<file path="src/rtl/register_serializer_pkg.sv">
`default_nettype none
// ============================================================================
//  Module      : register_serializer_pkg
//  Description : Shared state encoding for the register serializer and any
//                bench or receiver that needs to interpret its frame states.
//  Revision    : 1.0 - initial release
// ============================================================================
package register_serializer_pkg;

    localparam int STATE_W = 2;

    typedef logic [STATE_W-1:0] state_t;

    localparam state_t c_IDLE  = 2'd0;
    localparam state_t c_SHIFT = 2'd1;
    localparam state_t c_DONE  = 2'd2;

endpackage
`default_nettype wire

</file>
<file path="src/rtl/register_serializer_if.sv">
`default_nettype none
// ============================================================================
//  Module      : register_serializer_if
//  Description : Parallel-in / serial-out handshake bundle. The master side
//                supplies the word and load request; the slave side (the
//                serializer) returns ready, serial data, valid and done.
//  Revision    : 1.0 - initial release
// ============================================================================
interface register_serializer_if #(
    parameter int N = 8
);
    logic [N-1:0] in;
    logic         load;
    logic         ready;
    logic         serial_out;
    logic         valid;
    logic         done;

    modport master (
        output in,
        output load,
        input  ready,
        input  serial_out,
        input  valid,
        input  done
    );

    modport slave (
        input  in,
        input  load,
        output ready,
        output serial_out,
        output valid,
        output done
    );
endinterface
`default_nettype wire

</file>
<file path="src/rtl/register_serializer_bit_counter.sv">
`default_nettype none
// ============================================================================
//  Module      : bit_counter
//  Description : Up-counter with synchronous clear (priority) and enable.
//                Tracks which bit of the frame is currently on the line.
//  Revision    : 1.0 - initial release
// ============================================================================
module bit_counter #(
    parameter int WIDTH = 3
) (
    input  wire logic             clk,
    input  wire logic             i_clr,
    input  wire logic             i_en,
    output logic [WIDTH-1:0]      o_count
);

    logic [WIDTH-1:0] r_count;

    // Clear wins over enable so a new frame always starts from bit 0
    always_ff @(posedge clk) begin
        if (i_clr) begin
            r_count <= '0;
        end else if (i_en) begin
            r_count <= r_count + WIDTH'(1);
        end
    end

    assign o_count = r_count;

endmodule
`default_nettype wire

</file>
<file path="src/rtl/register_serializer.sv">
`default_nettype none
// ============================================================================
//  Module      : register_serializer
//  Description : Captures an N-bit word on load and shifts it out LSB first,
//                one bit per cycle with valid, followed by a one-cycle done
//                pulse. All outputs are registered.
//  Revision    : 1.0 - initial release
// ============================================================================
module register_serializer
    import register_serializer_pkg::*;
#(
    parameter int N = 8
) (
    input  wire logic             clock,
    input  wire logic             reset,
    register_serializer_if.slave  bus
);

    localparam int              CW     = $clog2(N);
    localparam logic [CW-1:0]   c_LAST = CW'(N - 1);

    state_t          r_state;
    state_t          w_state_nxt;
    logic [N-1:0]    r_shift;
    logic [N-1:0]    w_shift_nxt;
    logic [CW-1:0]   w_count;
    logic            w_accept;
    logic            w_cnt_clr;
    logic            w_cnt_en;

    logic            r_ready;
    logic            r_valid;
    logic            r_done;
    logic            r_serial;
    logic            w_ready_nxt;
    logic            w_valid_nxt;
    logic            w_done_nxt;
    logic            w_serial_nxt;

    assign w_accept  = (r_state == c_IDLE) && bus.load;
    assign w_cnt_clr = ~reset | w_accept;
    // Counter parks on the last index instead of wrapping when the frame ends
    assign w_cnt_en  = (r_state == c_SHIFT) && (w_count != c_LAST);

    bit_counter #(
        .WIDTH (CW)
    ) u_bit_counter (
        .clk     (clock),
        .i_clr   (w_cnt_clr),
        .i_en    (w_cnt_en),
        .o_count (w_count)
    );

    // State register; reset returns to IDLE from anywhere, aborting a frame
    always_ff @(posedge clock) begin
        if (!reset) begin
            r_state <= c_IDLE;
        end else begin
            r_state <= w_state_nxt;
        end
    end

    // Next-state and next-shift decode
    always_comb begin
        w_state_nxt = r_state;
        w_shift_nxt = r_shift;
        case (r_state)
            c_IDLE: begin
                if (bus.load) begin
                    w_state_nxt = c_SHIFT;
                    w_shift_nxt = bus.in;
                end
            end
            c_SHIFT: begin
                w_shift_nxt = r_shift >> 1;
                if (w_count == c_LAST) begin
                    w_state_nxt = c_DONE;
                end
            end
            c_DONE: begin
                w_state_nxt = c_IDLE;
            end
            default: begin
                w_state_nxt = c_IDLE;
                w_shift_nxt = '0;
            end
        endcase
    end

    // Shift register holds the remaining frame bits, bit 0 is on the line
    always_ff @(posedge clock) begin
        if (!reset) begin
            r_shift <= '0;
        end else begin
            r_shift <= w_shift_nxt;
        end
    end

    // Outputs are decoded from the upcoming state so the registered copies
    // line up with the state they describe
    always_comb begin
        w_ready_nxt  = 1'b0;
        w_valid_nxt  = 1'b0;
        w_done_nxt   = 1'b0;
        w_serial_nxt = 1'b0;
        case (w_state_nxt)
            c_IDLE:  w_ready_nxt = 1'b1;
            c_SHIFT: begin
                w_valid_nxt  = 1'b1;
                w_serial_nxt = w_shift_nxt[0];
            end
            c_DONE:  w_done_nxt = 1'b1;
            default: w_ready_nxt = 1'b0;
        endcase
    end

    // Output registers
    always_ff @(posedge clock) begin
        if (!reset) begin
            r_ready  <= 1'b1;
            r_valid  <= 1'b0;
            r_done   <= 1'b0;
            r_serial <= 1'b0;
        end else begin
            r_ready  <= w_ready_nxt;
            r_valid  <= w_valid_nxt;
            r_done   <= w_done_nxt;
            r_serial <= w_serial_nxt;
        end
    end

    assign bus.ready      = r_ready;
    assign bus.valid      = r_valid;
    assign bus.done       = r_done;
    assign bus.serial_out = r_serial;

endmodule
`default_nettype wire

</file>
<file path="src/flat_wrapper.sv">
// flat-port wrapper written by rule: the top's interface ports become plain ports
module register_serializer_flat import register_serializer_pkg::*;
#(
    parameter int N = 8
)
  (clock, reset, bus_in, bus_load, bus_ready, bus_serial_out, bus_valid, bus_done);
  register_serializer_if #(.N(N)) bus_i ();
  input  wire logic clock;
  input  wire logic reset;
  input wire logic [$bits(bus_i.in)-1:0] bus_in;
  input wire logic [$bits(bus_i.load)-1:0] bus_load;
  output wire logic [$bits(bus_i.ready)-1:0] bus_ready;
  output wire logic [$bits(bus_i.serial_out)-1:0] bus_serial_out;
  output wire logic [$bits(bus_i.valid)-1:0] bus_valid;
  output wire logic [$bits(bus_i.done)-1:0] bus_done;
  assign bus_i.in = bus_in;
  assign bus_i.load = bus_load;
  assign bus_ready = bus_i.ready;
  assign bus_serial_out = bus_i.serial_out;
  assign bus_valid = bus_i.valid;
  assign bus_done = bus_i.done;
  register_serializer #(.N(N)) u_core (.clock(clock), .reset(reset), .bus(bus_i));
endmodule
</file>
<file path="config.mk">
export PLATFORM = sky130hd
export DESIGN_NAME = register_serializer_flat
export DESIGN_NICKNAME = d
export VERILOG_FILES = /design/src/rtl/register_serializer_pkg.sv /design/src/rtl/register_serializer_if.sv /design/src/rtl/register_serializer_bit_counter.sv /design/src/rtl/register_serializer.sv /design/src/flat_wrapper.sv
export SDC_FILE = /design/constraint.sdc
export NUM_CORES = 1
export LEC_CHECK = 0
export BUFFER_PORTS_ARGS = -buffer_cell sky130_fd_sc_hd__buf_2
export CORE_MARGIN = 10
export CORE_UTILIZATION = 45
export DETAILED_ROUTE_END_ITERATION = 12
export GPL_TIMING_DRIVEN = 0
export PLACE_DENSITY = 0.68
export SETUP_SLACK_MARGIN = 0.05
export SLEW_MARGIN = 10
export SYNTH_ARGS = -nofsm -noshare
export SYNTH_HDL_FRONTEND = slang
export SYNTH_SLANG_ARGS = --single-unit
</file>
<file path="constraint.sdc">
create_clock -name clock -period 2.2 [get_ports clock]
set_input_delay 0.33 -clock clock [delete_from_list [all_inputs] [get_ports clock]]
set_output_delay 0.33 -clock clock [all_outputs]
set_load 0.01 [all_outputs]
</file>
==> run summary <==
Global-route wire length before repair - 2.50 mm
Grt total ovfl - 0
Hold path start - bus_in[2]
Sink Count - 17
Post-Synthesis Cell Area - 733 um2
Input/output buffers - 13
Worst Hold Class - in2reg
Drt total wl - 1.48 mm
LEAKAGE - 0.362 nW
CP peak stage delay - 0.33 ns
Clk slew on worst S/H paths - 0.09 ns
Drt drc - 0
CP Data Arrival Time - 1.65 ns
CP most frequent cell - ha_1
WS Path Type - reg2reg
Min cycle time layout - 1.47 ns
Vias/cell - 5.58
Hold_buf cts - 0
Syn-to-layout area delta - 15.2%
Sequential element share of the synthesized area - 46.4%
Crit-path cells - ha_1, ha_1, nor3b_4, mux2i_1, nor2_1
Cell Pwr Density - 672 nW/um2
Status - completed
Pwr Total - 568 uW
CP Capture Type - flip-flop
Post-DR wirelength/cell - 14.9 um
Hold Path End - u_core.r_shift[2]
Diodes inserted - 0
CTS resizes - 0
Vias in the first global route - 550
Yosys Warn Count - 0
Worst Max-Slew Pin Slew - 0.458 ns
Post-synthesis cell type count - 25
Gate Count Post-Synth - 66
Hold path depth - 3
Top cell type's share of synthesized area - 46.4%
Worst reg-to-reg path cell count - 5
H-tree lvl count - 1
Yosys reg bits - 17
# nets final - 97
Core area - 1520 um2
Setup ws final - 0.726 ns
Skew final - 0.00370 ns
Die height - 60.4 um
Antenna viol nets, final - 0
Post-CTS Setup Bufs - 0
Crit share post-route - 67.0%
Skew-Pair Late Insertion Delay - 0.29 ns
DP Wirelength - 1.04 mm
RSZ-0062 raised after global routing - no
Die area - 3640 um2
Crit-path leading delay family - adder cells
Chip width - 60.4 um
Fillers - 146
Hold_ws - 0.366 ns
Layout cell share with drive strength beyond 1 - 28.9%
Final TNS setup - 0 ns
CTS tree - built
Place WS - 0.749 ns
Max-Cap Viols - 0
Setup slack, reg-to-reg - 0.73 ns
Initial antenna violation count - 0
Placer congestion estimate - 0.700
Startpoint types - flip-flop
R2R Path End - u_core.u_bit_counter.o_count[2]
Pin count of the biggest net entering global routing - 11
FMAX - 678 MHz
Endpoints failing setup - 0
Gr usage total - 8.92%
Avg Cell Area, Syn - 11.1 um2
RR Startpoint - u_core.u_bit_counter.o_count[0]
Count of final hold-check violations - 0
CP max FO - 6
Syn Nets - 79
CP required - 2.38 ns
Pre-antenna DRT Iters - 4
Number of I/O pins - 15
Final core occ - 55.4%
Worst Path Buf+Inv - 0
Clock Tree Buf Depth - 2
Via count - 552
CTS Buf Count - 3
Initial core utilization - 48.1%
CTS root buf - clkbuf_4
Slowest stage cell, crit path - dfxtp_1
Top post-synthesis cells by area - dfxtp_1, a21boi_1, a32oi_1
# rows - 14
DRT iter0 DRCs - 14
Leading area contributor after synthesis - dfxtp_1
Worst rel slew slack - 69.4%
Max-slew violations - 0
Peak supply drop - 0.000351 V
-- flip-flops by register name, indices dropped and copies added (netlist names) --
signal	count
u_core.r_shift	8
u_core.u_bit_counter.o_count	3
u_core.r_state	2
u_core.bus.done	1
u_core.bus.ready	1
u_core.bus.serial_out	1
u_core.bus.valid	1
-- final cells by class --
| class | instances | area (um2) | area share, % |
|---|---|---|---|
| plain buffers | 5 | 28.8 | 3.41 |
| clock buffers | 4 | 26.3 | 3.11 |
| inverters | 1 | 3.75 | 0.444 |
| multi-input cells | 43 | 360 | 42.7 |
| flip-flops and latches | 17 | 340 | 40.3 |
| well taps | 16 | 20.0 | 2.37 |
| repair buffers | 13 | 65.1 | 7.70 |
-- stage by stage --
step                      cells  instance area (um2)
final                        99                  845
after global routing         99                  845
after CTS                    99                  845
after detailed placement     95                  818
after global placement       95                  818
after floorplan              66                  733
-- per-layer routing --
layer / vias to the layer above / part of all wire (%) / global-route usage (%) / routed length [um]
met3: 2 / 7.1 / 4.38 / 105
met5: - / 0 / 0 / 0
met1: 257 / 46 / 11.2 / 680
met2: 14 / 46 / 12.9 / 676
li1: 279 / - / - / -
met4: 0 / 0.95 / 2.88 / 14
-- tightest hold or removal path, stage by stage --
cell	delay [ns]
buf_2	0.07
a32oi_1	0.08
a21boi_1	0.13
-- layout by cell type (no fill, tap or decap), drive strengths merged --
master	instances
a221oi	1
and3b	1
a21oi	2
a32oi	6
ha	2
clkbuf	6
a21boi	7
nor2	4
o211ai	1
mux2i	3
nand3b	7
xnor2	1
a31oi	1
nand2b	1
dfxtp	17
o21ai	1
nor2b	1
and3	2
nor3b	2
buf	16
inv	1
-- kinds of logic after synthesis --
group	synth area share, %
AO/OA/AOI/OAI	20.3
AND/OR/NAND/NOR	20.1
flip-flops	46.4
buffers and inverters	4.44
multiplexers	4.10
adder cells (fa/ha/maj)	3.41
XOR/XNOR	1.19
-- worst max-delay path by stage --
stage                                               start                               to  slack, ns  cells past startpoint
after floorplan           u_core.u_bit_counter.o_count[0]  u_core.u_bit_counter.o_count[1]       0.84                      5
final                     u_core.u_bit_counter.o_count[0]  u_core.u_bit_counter.o_count[2]       0.73                      5
after global placement    u_core.u_bit_counter.o_count[0]  u_core.u_bit_counter.o_count[1]       0.75                      5
after CTS                 u_core.u_bit_counter.o_count[0]  u_core.u_bit_counter.o_count[2]       0.73                      5
after detailed placement  u_core.u_bit_counter.o_count[0]  u_core.u_bit_counter.o_count[2]       0.75                      5
after global routing      u_core.u_bit_counter.o_count[0]  u_core.u_bit_counter.o_count[1]       0.68                      5
-- cell usage after synthesis --
master	n
a21boi_1	7
a21oi_1	2
a221oi_2	1
a31oi_1	1
a32oi_1	6
and3_1	2
and3b_1	1
buf_2	2
buf_6	1
clkbuf_1	2
dfxtp_1	17
ha_1	2
inv_1	1
mux2i_1	3
nand2b_1	1
nand3b_1	6
nand3b_4	1
nor2_1	3
nor2_2	1
nor2b_1	1
nor3b_2	1
nor3b_4	1
o211ai_1	1
o21ai_1	1
xnor2_1	1
-- power by group --
part           switching, mW  internal, mW  leakage (nW)
Combinational         0.0370        0.0365         0.208
Clock                 0.0924        0.0705        0.0150
Sequential           0.00887         0.323         0.139
Note: power is estimated with default switching activity, not from simulation.
